`src/rtl/seg7_scan_driver.sv`:
```
// Time-multiplexed hex seven-segment driver with double-buffered display content,
// leading-zero blanking, per-digit blink and configurable pin polarity.
module seg7_scan_driver #(
  parameter int NUM_DIGITS     = 6,
  parameter int SCAN_DIV       = 50000,
  parameter int GUARD          = 2,
  parameter int BLINK_FRAMES   = 64,
  parameter int SEG_ACTIVE_LOW = 1,
  parameter int DIG_ACTIVE_LOW = 1
) (
  input  logic                    clk,
  input  logic                    rst_n,
  input  logic                    load,
  input  logic [4*NUM_DIGITS-1:0] value,
  input  logic [NUM_DIGITS-1:0]   dp_mask,
  input  logic [NUM_DIGITS-1:0]   blink_mask,
  input  logic                    blank_lz_en,
  output logic [6:0]              seg_out,
  output logic                    dp_out,
  output logic [NUM_DIGITS-1:0]   digit_en,
  output logic                    frame_pulse
);

  localparam int CNT_W = (SCAN_DIV > 1) ? $clog2(SCAN_DIV) : 1;
  localparam int IDX_W = (NUM_DIGITS > 1) ? $clog2(NUM_DIGITS) : 1;
  localparam int FRM_W = $clog2(BLINK_FRAMES + 1);

  localparam logic [CNT_W-1:0] CNT_LAST  = CNT_W'(SCAN_DIV - 1);
  localparam logic [CNT_W-1:0] CNT_GUARD = CNT_W'(GUARD);
  localparam logic [IDX_W-1:0] IDX_LAST  = IDX_W'(NUM_DIGITS - 1);
  localparam logic [FRM_W-1:0] FRM_LAST  = FRM_W'(BLINK_FRAMES - 1);

  // XOR masks applied last; they double as the "unlit / deasserted" reset values.
  localparam logic [6:0]            SEG_INV = (SEG_ACTIVE_LOW != 0) ? 7'h7F : 7'h00;
  localparam logic                  DP_INV  = (SEG_ACTIVE_LOW != 0);
  localparam logic [NUM_DIGITS-1:0] DIG_INV = (DIG_ACTIVE_LOW != 0) ? '1 : '0;

  logic [CNT_W-1:0]        r_cnt;
  logic [IDX_W-1:0]        r_idx;
  logic [FRM_W-1:0]        r_frm;
  logic                    r_blink_phase;
  logic                    r_pending;

  logic [4*NUM_DIGITS-1:0] r_act_val, r_shd_val;
  logic [NUM_DIGITS-1:0]   r_act_dp, r_shd_dp;
  logic [NUM_DIGITS-1:0]   r_act_blink, r_shd_blink;
  logic                    r_act_lz, r_shd_lz;

  logic [6:0]              r_seg;
  logic                    r_dp;
  logic [NUM_DIGITS-1:0]   r_dig;
  logic                    r_frame_pulse;

  logic                    w_slot_end;
  logic                    w_boundary;
  logic                    w_guard;
  logic                    w_blinked;
  logic                    w_lz;
  logic [4*NUM_DIGITS-1:0] w_val_sh;
  logic [NUM_DIGITS-1:0]   w_dp_sh;
  logic [NUM_DIGITS-1:0]   w_bl_sh;
  logic [NUM_DIGITS-1:0]   w_onehot;
  logic [6:0]              w_seg_hi;
  logic                    w_dp_hi;
  logic [NUM_DIGITS-1:0]   w_dig_hi;

  function automatic logic [6:0] hex_to_seg(input logic [3:0] nib);
    logic [6:0] seg;
    case (nib)
      4'h0: seg = 7'h7E;
      4'h1: seg = 7'h30;
      4'h2: seg = 7'h6D;
      4'h3: seg = 7'h79;
      4'h4: seg = 7'h33;
      4'h5: seg = 7'h5B;
      4'h6: seg = 7'h5F;
      4'h7: seg = 7'h70;
      4'h8: seg = 7'h7F;
      4'h9: seg = 7'h7B;
      4'hA: seg = 7'h77;
      4'hB: seg = 7'h1F;
      4'hC: seg = 7'h4E;
      4'hD: seg = 7'h3D;
      4'hE: seg = 7'h4F;
      default: seg = 7'h47;
    endcase
    return seg;
  endfunction

  assign w_slot_end = (r_cnt == CNT_LAST);
  assign w_boundary = w_slot_end && (r_idx == IDX_LAST);

  always_comb begin
    // Shifting the selected digit down to bit 0 also makes the leading-zero
    // test trivial: the digit is blank when nothing remains at or above it.
    w_val_sh  = r_act_val >> {r_idx, 2'b00};
    w_dp_sh   = r_act_dp >> r_idx;
    w_bl_sh   = r_act_blink >> r_idx;
    w_onehot  = NUM_DIGITS'(1) << r_idx;
    w_guard   = (r_cnt < CNT_GUARD);
    w_blinked = r_blink_phase && w_bl_sh[0];
    w_lz      = r_act_lz && (r_idx != '0) && (w_val_sh == '0);
    w_seg_hi  = (w_guard || w_blinked || w_lz) ? 7'h00 : hex_to_seg(w_val_sh[3:0]);
    w_dp_hi   = !w_guard && !w_blinked && w_dp_sh[0];
    w_dig_hi  = w_guard ? '0 : w_onehot;
  end

  always_ff @(posedge clk or negedge rst_n) begin
    if (!rst_n) begin
      r_cnt         <= '0;
      r_idx         <= '0;
      r_frm         <= '0;
      r_blink_phase <= 1'b0;
      r_pending     <= 1'b0;
      r_act_val     <= '0;
      r_act_dp      <= '0;
      r_act_blink   <= '0;
      r_act_lz      <= 1'b0;
      r_shd_val     <= '0;
      r_shd_dp      <= '0;
      r_shd_blink   <= '0;
      r_shd_lz      <= 1'b0;
      r_seg         <= SEG_INV;
      r_dp          <= DP_INV;
      r_dig         <= DIG_INV;
      r_frame_pulse <= 1'b0;
    end else begin
      r_frame_pulse <= w_boundary;

      if (w_slot_end) begin
        r_cnt <= '0;
        r_idx <= (r_idx == IDX_LAST) ? '0 : r_idx + 1'b1;
      end else begin
        r_cnt <= r_cnt + 1'b1;
      end

      if (w_boundary) begin
        if (r_frm == FRM_LAST) begin
          r_frm         <= '0;
          r_blink_phase <= ~r_blink_phase;
        end else begin
          r_frm <= r_frm + 1'b1;
        end
      end

      // A load on the boundary bypasses the shadow so it is never lost.
      if (load && w_boundary) begin
        r_act_val   <= value;
        r_act_dp    <= dp_mask;
        r_act_blink <= blink_mask;
        r_act_lz    <= blank_lz_en;
        r_pending   <= 1'b0;
      end else if (load) begin
        r_shd_val   <= value;
        r_shd_dp    <= dp_mask;
        r_shd_blink <= blink_mask;
        r_shd_lz    <= blank_lz_en;
        r_pending   <= 1'b1;
      end else if (w_boundary && r_pending) begin
        r_act_val   <= r_shd_val;
        r_act_dp    <= r_shd_dp;
        r_act_blink <= r_shd_blink;
        r_act_lz    <= r_shd_lz;
        r_pending   <= 1'b0;
      end

      r_seg <= w_seg_hi ^ SEG_INV;
      r_dp  <= w_dp_hi ^ DP_INV;
      r_dig <= w_dig_hi ^ DIG_INV;
    end
  end

  assign seg_out     = r_seg;
  assign dp_out      = r_dp;
  assign digit_en    = r_dig;
  assign frame_pulse = r_frame_pulse;

endmodule

```
`config.mk`:
```
export PLATFORM = sky130hd
export DESIGN_NAME = seg7_scan_driver
export DESIGN_NICKNAME = d
export VERILOG_FILES = /design/src/rtl/seg7_scan_driver.sv
export SDC_FILE = /design/constraint.sdc
export NUM_CORES = 1
export LEC_CHECK = 0
export CAP_MARGIN = 20
export CORE_MARGIN = 5
export CORE_UTILIZATION = 56
export DETAILED_ROUTE_END_ITERATION = 8
export MAX_ROUTING_LAYER = met4
export PLACE_DENSITY = 0.78
export SYNTH_ARGS = -nofsm -noshare
export SYNTH_HDL_FRONTEND = slang
export SYNTH_SLANG_ARGS = --single-unit
```
`constraint.sdc`:
```
create_clock -name clk -period 6.1 [get_ports clk]
set_clock_uncertainty 0.1 [all_clocks]
set_input_delay 1.22 -clock clk [delete_from_list [all_inputs] [get_ports clk]]
set_output_delay 1.22 -clock clk [all_outputs]
set_load 0.005 [all_outputs]
```
==> impl_metrics.ini, run 1 <==
[pwr]
p_per_area_nw_per_um2 = 280
vdd_drop_max_uv = 189
power_leakage_nw = 3.08

[timing]
clock.fmax_ghz = 0.264
hold_ws_ns = 0.400
rsz0062_at_grt = no
slew-limit-headroom_pct = 38.7
tns_ns = 0
tightest_slew_ns = 0.919
finalSetupViolCount = 0
drv_slew = 0
hold_viol = 0
post-route-min-period_ns = 3.78
fin_crit_sh_pct = 62.0

[final_layout]
design_area_um2 = 6990
fin_nets = 608
fin_util_pct = 68.6
syn_to_final_growth_pct = 21.5
diodes = 0
drive_gt1_share_pct = 19.2

[synthesis]
ys_seq_area_share_pct = 51.2
synth.area.top_cells = dfrtp_1 45%, mux2_4 7.8%, o22ai_1 7.8%, dfstp_2 6.4%, a21oi_1 3.7%
syn_inst = 513
synth_top_area_share_pct = 44.8
yosys_warnings = 0
ys_types = 53
synth_nets = 562
yosysTopAreaCell = dfrtp_1
syn_area_per_cell_um2 = 11.2
synth-seq-cells = 117
synth_top_flop_cell = dfrtp_1
synth_edf_count = 0
synth_most_common_cell = dfrtp_1
syn_area_um2 = 5760
synth_common_cells = 103 x dfrtp_1, 72 x o22ai_1, 43 x a21oi_1
ys_async_sr_fraction_pct = 100

[critical_path]
critPathMaxFanout = 25
arrival_ns = 4.07
startpoint_type = flop
critPathKind = flop to flop
worst_ep_required_time_ns = 6.39
end_kind = flop

[placement]
dpl.hpwl_mm = 9.00
place.gp.congestion = 0.908
dpl-instance-area_um2 = 6340
io_buffers = 54

[clocking]
numCtsBuffers = 17
cts-root-buf = clkbuf_8
cts_setup_buffers = 0
clockBufferDepth = 2
cts.sinks = 117
ctsResizeCount = 0
cts.clk_slew.worst_paths_ns = 0.06
cts_hold_buf = 0
h-tree-depth = 4
clk-insertion-delay-late_ns = 0.53
cts_tree = yes

[detailed_routing]
wirelength_mm = 14.0
drtIter0Drc = 419
wl_per_cell_um = 19.8
drtPass1Iterations = 7
vias_per_cell = 6.29
antenna_left = 0
drc = 0
vias = 4456

[floorplanning]
die_h_um = 111
coreArea_um2 = 10200
die-area_um2 = 12400
die_width_um = 111
ios = 55
start_util_pct = 56.5
row_count = 37

[global_route]
grt_pass1_vias = 4627
overflow = 0
antenna_found_initial = 0
track_usage_pct = 24.4
grt_pass1_wl_mm = 23.6
grt_max_degree = 75

[flow_run]
maxCapViolCount = 0

[outcome]
outcome = finished clean

[hold_path]
hp-class = flop to flop
-- power by group --
part	switching, mW	internal [mW]	leakage [nW]	total [mW]
logic	0.0418	0.0605	1.31	0.102
registers	0.0158	0.802	1.48	0.818
clock network	0.350	0.684	0.293	1.03
-- sequential cells by signal (all words and copies together), names as in the netlist --
| signal | flops |
|---|---|
| r_blink_phase | 1 |
| seg_out | 7 |
| r_pending | 1 |
| r_shd_lz | 1 |
| r_shd_val | 24 |
| r_act_lz | 1 |
| r_idx | 3 |
| frame_pulse | 1 |
| r_act_val | 24 |
| r_cnt | 16 |
| r_act_blink | 6 |
| r_act_dp | 6 |
| r_shd_dp | 6 |
| digit_en | 6 |
| dp_out | 1 |
| r_frm | 7 |
| r_shd_blink | 6 |
-- cell type report --
class | count | area, µm²
clock buffers | 20 | 445
well taps | 136 | 170
repair buffers | 61 | 611
clock inverters | 12 | 178
multi-input cells | 350 | 2600
fillers | 718 | 3190
flip-flops and latches | 117 | 2950
inverters | 12 | 45.0
-- cell families after synthesis --
group                      synth area share (%)
buffers and inverters                      3.72
DFF                                        51.2
muxes                                      13.1
and+or+nand+nor                            10.3
xor gates and xnor gates                   2.89
AOI/OAI and AO/OA                          16.8
adders and majority gates                  1.96
-- through the flow --
stage	worst slack (ns)	total power, mW	instances
6_report	2.32	1.95	708
5_1_grt	2.03	2.02	708
4_1_cts	2.29	1.97	707
3_5_place_dp	2.31	0.933	675
3_3_place_gp	2.36	0.929	675
2_1_floorplan	3.59	0.877	513
-- layout by cell type (no fill, tap or decap), drive strengths merged, types with 5 or more instances in the layout --
master | Yosys | final
a21oi | 43 | 43
buf | 15 | 8
clkbuf | 19 | 20
clkdlybuf4s50 | 0 | 53
dfrtp | 103 | 103
dfstp | 14 | 14
ha | 9 | 9
inv | 12 | 12
mux2 | 43 | 43
mux2i | 9 | 9
nand2 | 22 | 22
nand3 | 18 | 18
nand4 | 7 | 7
nor2 | 28 | 28
nor3 | 9 | 9
nor4 | 5 | 5
o21ai | 8 | 8
o221ai | 8 | 8
o22ai | 72 | 72
or4 | 7 | 7
xnor2 | 10 | 10
xor2 | 9 | 9
-- routing by layer --
layer	GRT usage, %	wire (µm)	vias to the layer above
met2	38.8	7000	174
met1	30.1	5970	2216
met5	-	0	-
met4	8.11	288	0
met3	7.17	766	28
li1	-	-	2038
-- worst paths after layout --
check | cells past startpoint | slack, ns | start | to
setup / recovery | 6 | 2.32 | r_idx[0]$_DFFE_PN0N_ | r_act_val[15]$_DFFE_PN0P_
max in group asynchronous | 2 | 4.10 | rst_n | digit_en[3]$_DFF_PN1_
hold / removal | 1 | 0.40 | r_cnt[13]$_DFF_PN0_ | r_cnt[13]$_DFF_PN0_
hold reg to reg | 1 | 0.40 | r_cnt[13]$_DFF_PN0_ | r_cnt[13]$_DFF_PN0_
min in group asynchronous | 1 | 0.72 | rst_n | r_act_lz$_DFFE_PN0P_
setup reg to reg | 6 | 2.32 | r_idx[0]$_DFFE_PN0N_ | r_act_val[15]$_DFFE_PN0P_
-- worst max-delay path, stage by stage, from the launching register on --
cell and delay [ns]:
dfrtp_1 0.94, inv_1 0.35, nor3_1 0.75, nand4_1 0.76, buf_4 0.48, o22ai_1 0.17
a21oi_1 0.09
Power figures use the tool's default switching activity.
==> run 2, diff against run 1 <==
- CORE_UTILIZATION: 56 -> 52
- PLACE_DENSITY: 0.78 -> 0.76
- clock period: 6.1 -> 3.45 ns (I/O delays scaled with it)
==> run 2 against run 1 <==
  * Cell count increased by 1.4%
  * Flip-flop and latch count unchanged
  * Sequential share of layout area decreased by 0.24 points
  * Utilization decreased by 3.8 points
  * Critical path depth increased by 1
  * Largest power group unchanged
==> impl_metrics.ini, run 2 (synthesis results as in run 1) <==
[clocking]
cts_hold_buf = 0
ctsResizeCount = 0
cts.clk_slew.worst_paths_ns = 0.06
clockBufferDepth = 2
cts-root-buf = clkbuf_8
h-tree-depth = 4
numCtsBuffers = 17
cts.sinks = 117
clk-insertion-delay-late_ns = 0.53
cts_tree = yes
cts_setup_buffers = 0

[floorplanning]
coreArea_um2 = 10800
ios = 55
die-area_um2 = 13300
row_count = 38
die_h_um = 115
die_width_um = 115
start_util_pct = 53.1

[final_layout]
drive_gt1_share_pct = 19.9
largestRegisters = r_act_val x24, r_shd_val x24, r_cnt x16
area.sequential_um2 = 2950
mostFrequentLayoutCell = dfrtp_1
diodes = 0
fin_nets = 615
multiInputGateArea_um2 = 2600
final_cell_mix = 103 x dfrtp_1, 72 x o22ai_1, 53 x clkdlybuf4s50_1
design_area_um2 = 7030
syn_to_final_growth_pct = 22.1
stdcell_count = 718
nFillCells = 808

[global_route]
overflow = 0
top_usage_layer = met2
grt_pass1_wl_mm = 23.5
track_usage_pct = 23.2
grt_pass1_vias = 4683
grtUsageMet3_pct = 5.05
grt_max_degree = 50
grtUsageMet1_pct = 29.9
antenna_found_initial = 0
use_met2_pct = 35.8

[timing]
hold_viol = 0
tightest_slew_ns = 0.788
fin_crit_sh_pct = 83.3
drv_slew = 0
rsz0062_at_grt = no
clock.fmax_ghz = 0.348
slew-limit-headroom_pct = 47.5
post-route-min-period_ns = 2.87
finalSetupViolCount = 0
tns_ns = 0
hold_ws_ns = 0.0713
setup_slack_ns = 0.577

[critical_path]
path_cells = mux4_2 -> a21oi_1 -> ha_1 -> nand2_1 -> a221oi_1 -> nor2_1 -> o221ai_1
arrival_ns = 3.21
startpoint_type = flop
critPathMaxFanout = 21
rrSetupSlack_ns = 0.58
critPathKind = flop to flop
cp_slowest_cell = dfrtp_1
ff2ff_path_depth = 7
end_kind = flop
worst_ep_required_time_ns = 3.78
cpPeakStageDelay_ns = 0.85

[pwr]
sw_frac_of_total_pct = 20.6
p_per_area_nw_per_um2 = 493
p_clk_share_pct = 52.9
seqPwrFrac_pct = 41.7
p_sw_uw = 714
vdd_drop_max_uv = 389
combPwrFrac_pct = 5.3
p_int_mw = 2.75
power_leakage_nw = 3.12

[placement]
dpl.hpwl_mm = 9.46
place.gp.congestion = 0.951
dpl-instance-area_um2 = 6420
post-place-ws_ns = 0.601
io_buffers = 54
dp_cells = 687

[detailed_routing]
antenna_left = 0
drtPass1Iterations = 5
drc = 0
vias_per_cell = 6.33
vias = 4545
drtIter0Drc = 351
wl_per_cell_um = 19.7
wirelength_mm = 14.1

[flow_run]
maxCapViolCount = 0

[outcome]
outcome = finished clean

[hold_path]
hp-class = input pin to async pin
==> run 2: changes by cell type in the layout (fill, tap and decap cells not counted) <==
| cell | delta |
|---|---|
| clkbuf_1 | +1 |
| buf_12 | +1 |
| buf_4 | +7 |
| clkinvlp_4 | -2 |
| clkinv_2 | +1 |
| buf_16 | -1 |
| clkbuf_8 | +1 |
| clkinv_4 | -2 |
==> run 2: power groups by stage <==
stage | Sequential, mW | Combinational [mW] | Clock, mW
2_1_floorplan | 1.46 | 0.0923 | 0
3_3_place_gp | 1.46 | 0.181 | 0
3_5_place_dp | 1.47 | 0.187 | 0
4_1_cts | 1.44 | 0.187 | 1.85
5_1_grt | 1.45 | 0.199 | 1.92
6_report | 1.45 | 0.185 | 1.83
==> run 2: worst paths after layout <==
path                                            from                         end
worst max-delay path            r_idx[1]$_DFFE_PN0N_        seg_out[1]$_DFF_PN1_
worst min register to register  r_frm[5]$_DFFE_PN0N_        r_frm[5]$_DFFE_PN0N_
worst max register to register  r_idx[1]$_DFFE_PN0N_        seg_out[1]$_DFF_PN1_
max in group asynchronous                      rst_n       digit_en[5]$_DFF_PN1_
min in group clk                r_frm[5]$_DFFE_PN0N_        r_frm[5]$_DFFE_PN0N_
worst min-delay path                           rst_n  r_shd_blink[2]$_DFFE_PN0P_
==> run 2: area by class of cell <==
class,instances,area share [%]
clock inverter,9,2.14
multi-input combinational,350,36.9
clock buffer,22,6.58
sequential,117,41.9
tap,140,2.49
inverter,12,0.641
timing repair buffer,68,9.32
==> run 2: routing by layer <==
| metal | share of wire, % | routed length (µm) |
|---|---|---|
| met4 | 2.0 | 284 |
| met5 | 0 | 0 |
| met3 | 5.6 | 797 |
| met1 | 43 | 6120 |
| met2 | 49 | 6940 |
==> run 2: worst max-delay path, delay by kind of cell (launching register included) <==
family,cells,cell delay (ns)
AOI/OAI and AO/OA,3,0.91
adders and majority gates,1,0.27
DFF,1,0.85
muxes,1,0.41
and+or+nand+nor,2,0.23
==> run 2: per-stage QoR <==
stage | total power [mW] | utilization (%)
6_report | 3.46 | 64.9
5_1_grt | 3.57 | 64.9
4_1_cts | 3.49 | 64.9
3_5_place_dp | 1.65 | 59.2
3_3_place_gp | 1.64 | 59.2
2_1_floorplan | 1.55 | -
==> run 3, diff against run 2 <==
- CORE_UTILIZATION: 52 -> 56
- PLACE_DENSITY: 0.76 -> 0.78
- clock period: 3.45 -> 3 ns (I/O delays scaled with it)
==> run 3 against run 2 <==
  * Maximum frequency is 6.1% higher
  * Total power is 12% higher
  * Design area is 0.91% higher
  * Utilization is 4.8 points higher
  * Die area is 6.5% lower
  * Worst hold slack better by 0.32 ns
  * Register-to-register slack worse by 0.28 ns
  * Flip-flop and latch count stayed put
  * Non-clock buffer count is 10 higher
  * Sequential power is 14% higher
==> impl_metrics.ini, run 3 (synthesis results as in run 1) <==
[outcome]
outcome = finished clean

[timing]
hold_viol = 0
tightest_slew_ns = 0.671
finalSetupViolCount = 0
fin_crit_sh_pct = 90.2
clock.fmax_ghz = 0.369
post-route-min-period_ns = 2.71
rsz0062_at_grt = no
slew-limit-headroom_pct = 55.1
setup_slack_ns = 0.293
drv_slew = 0

[critical_path]
critPathBufInv = 2
startpoint_type = flop
worst_ep_required_time_ns = 3.32
arrival_ns = 3.02
rr_endpoint = r_frm[4]$_DFFE_PN0N_
cp_slowest_cell = or4_4
critPathKind = flop to flop
end_kind = flop
r2r-start = r_cnt[10]$_DFF_PN0_
path_cells = or4_4 -> nor4_4 -> nand3_1 -> inv_2 -> buf_4 -> nand4_1 -> xnor2_1
critPathMaxFanout = 48
cp_top_family = simple AND/OR/NAND/NOR gates
rrSetupSlack_ns = 0.29
ff2ff_path_depth = 7
cpPeakStageDelay_ns = 0.59

[detailed_routing]
vias = 4451
vias_per_cell = 6.14
wl_per_cell_um = 19.4
drtPass1Iterations = 5
drtIter0Drc = 399
wirelength_mm = 14.1
drc = 0
antenna_left = 0

[hold_path]
hp-class = flop to flop
hold_start = r_cnt[7]$_DFF_PN0_
whs_path_depth = 1
hold-path-endpoint = r_cnt[7]$_DFF_PN0_

[final_layout]
final_cell_mix = 103 x dfrtp_1, 72 x o22ai_1, 53 x clkdlybuf4s50_1
diodes = 0
syn_to_final_growth_pct = 23.3
nFillCells = 753
mostFrequentLayoutCell = dfrtp_1
largestRegisters = r_act_val x24, r_shd_val x24, r_cnt x16
drive_gt1_share_pct = 20.9
fin_nets = 625

[pwr]
p_per_area_nw_per_um2 = 547
power_mw = 3.88
power_leakage_nw = 3.15
vdd_drop_max_uv = 456

[global_route]
overflow = 0
antenna_found_initial = 0
grt_pass1_vias = 4690
grt_pass1_wl_mm = 23.7
grt_max_degree = 56
track_usage_pct = 24.4

[clocking]
clk-insertion-delay-late_ns = 0.53
numCtsBuffers = 17
h-tree-depth = 4
cts_setup_buffers = 0
cts_tree = yes
cts-root-buf = clkbuf_8
clockBufferDepth = 2
cts.sinks = 117
cts.clk_slew.worst_paths_ns = 0.06

[floorplanning]
ios = 55
die_width_um = 111
die_h_um = 111
coreArea_um2 = 10200
die-area_um2 = 12400
row_count = 37
start_util_pct = 56.5

[placement]
dpl.hpwl_mm = 9.29
place.gp.congestion = 0.867
post-place-ws_ns = -0.00324
io_buffers = 54

[flow_run]
maxCapViolCount = 0
==> run 3: changes by cell type in the layout (fill, tap and decap cells not counted) <==
cell,change
bufinv_16,-1
buf_16,+1
dlygate4sd3_1,+1
clkbuf_1,+2
clkinvlp_4,+1
clkbuf_8,-1
buf_4,+8
==> run 3: worst reg2reg max path, stage by stage, from the launching register on <==
cell and delay [ns]:
dfrtp_1 0.41, or4_4 0.59, nor4_4 0.36, nand3_1 0.18, inv_2 0.12, buf_4 0.47, nand4_1 0.22, xnor2_1 0.16
==> run 3: worst max-delay path by stage <==
| stage | startpoint | to | slack (ns) | depth (start not counted) |
|---|---|---|---|---|
| after floorplan | r_idx[2]$_DFFE_PN0N_ | seg_out[0]$_DFF_PN1_ | 0.49 | 8 |
| after global placement | load | r_shd_val[18]$_DFFE_PN0P_ | 0.06 | 5 |
| after detailed placement | load | r_shd_val[16]$_DFFE_PN0P_ | -0.003 | 5 |
| after CTS | r_cnt[0]$_DFF_PN0_ | r_shd_val[16]$_DFFE_PN0P_ | 0.05 | 8 |
| after global routing | r_cnt[10]$_DFF_PN0_ | r_frm[5]$_DFFE_PN0N_ | 0.13 | 7 |
| final | r_cnt[10]$_DFF_PN0_ | r_frm[4]$_DFFE_PN0N_ | 0.29 | 7 |
==> run 3: stage by stage <==
| step | setup TNS, ns | hold WS, ns | utilization [%] | std cells | area, µm² |
|---|---|---|---|---|---|
| floorplan | 0 | 0.204 | - | 513 | 5760 |
| CTS | 0 | 0.391 | 69.4 | 724 | 7070 |
| finish | 0 | 0.393 | 69.7 | 725 | 7100 |
| detailed placement | -0.00324 | 0.380 | 63.6 | 691 | 6470 |
| global placement | 0 | 0.366 | 63.6 | 691 | 6470 |
| global route | 0 | 0.409 | 69.7 | 725 | 7100 |
==> run 3: layer usage <==
metal,vias up,share of wire [%],GRT usage [%]
met4,0,1.7,9.25
li1,2064,-,-
met3,25,5.0,7.23
met5,-,0,-
met1,2223,44,30.8
met2,139,50,37.6
==> run 3: final cells by class <==
| cell class | instances | area, µm² | area share [%] |
|---|---|---|---|
| inverters | 12 | 45.0 | 0.635 |
| flip-flops and latches | 117 | 2950 | 41.5 |
| repair buffers | 78 | 753 | 10.6 |
| multi-input cells | 350 | 2600 | 36.6 |
| clock buffers | 23 | 457 | 6.44 |
| clock inverters | 9 | 128 | 1.80 |
| well taps | 136 | 170 | 2.40 |
==> run 3: power by group <==
| group | leakage [nW] | total [mW] | internal (mW) | switching [mW] |
|---|---|---|---|---|
| combinational | 1.39 | 0.217 | 0.131 | 0.0868 |
| clock | 0.278 | 2.00 | 1.30 | 0.697 |
| sequential | 1.48 | 1.66 | 1.63 | 0.0328 |
==> run 3: repair_timing <==
action                    4_1_cts  5_1_grt
hold buffers                    1        0
gates resized for setup         0        0
hold endpoints to repair       34        0
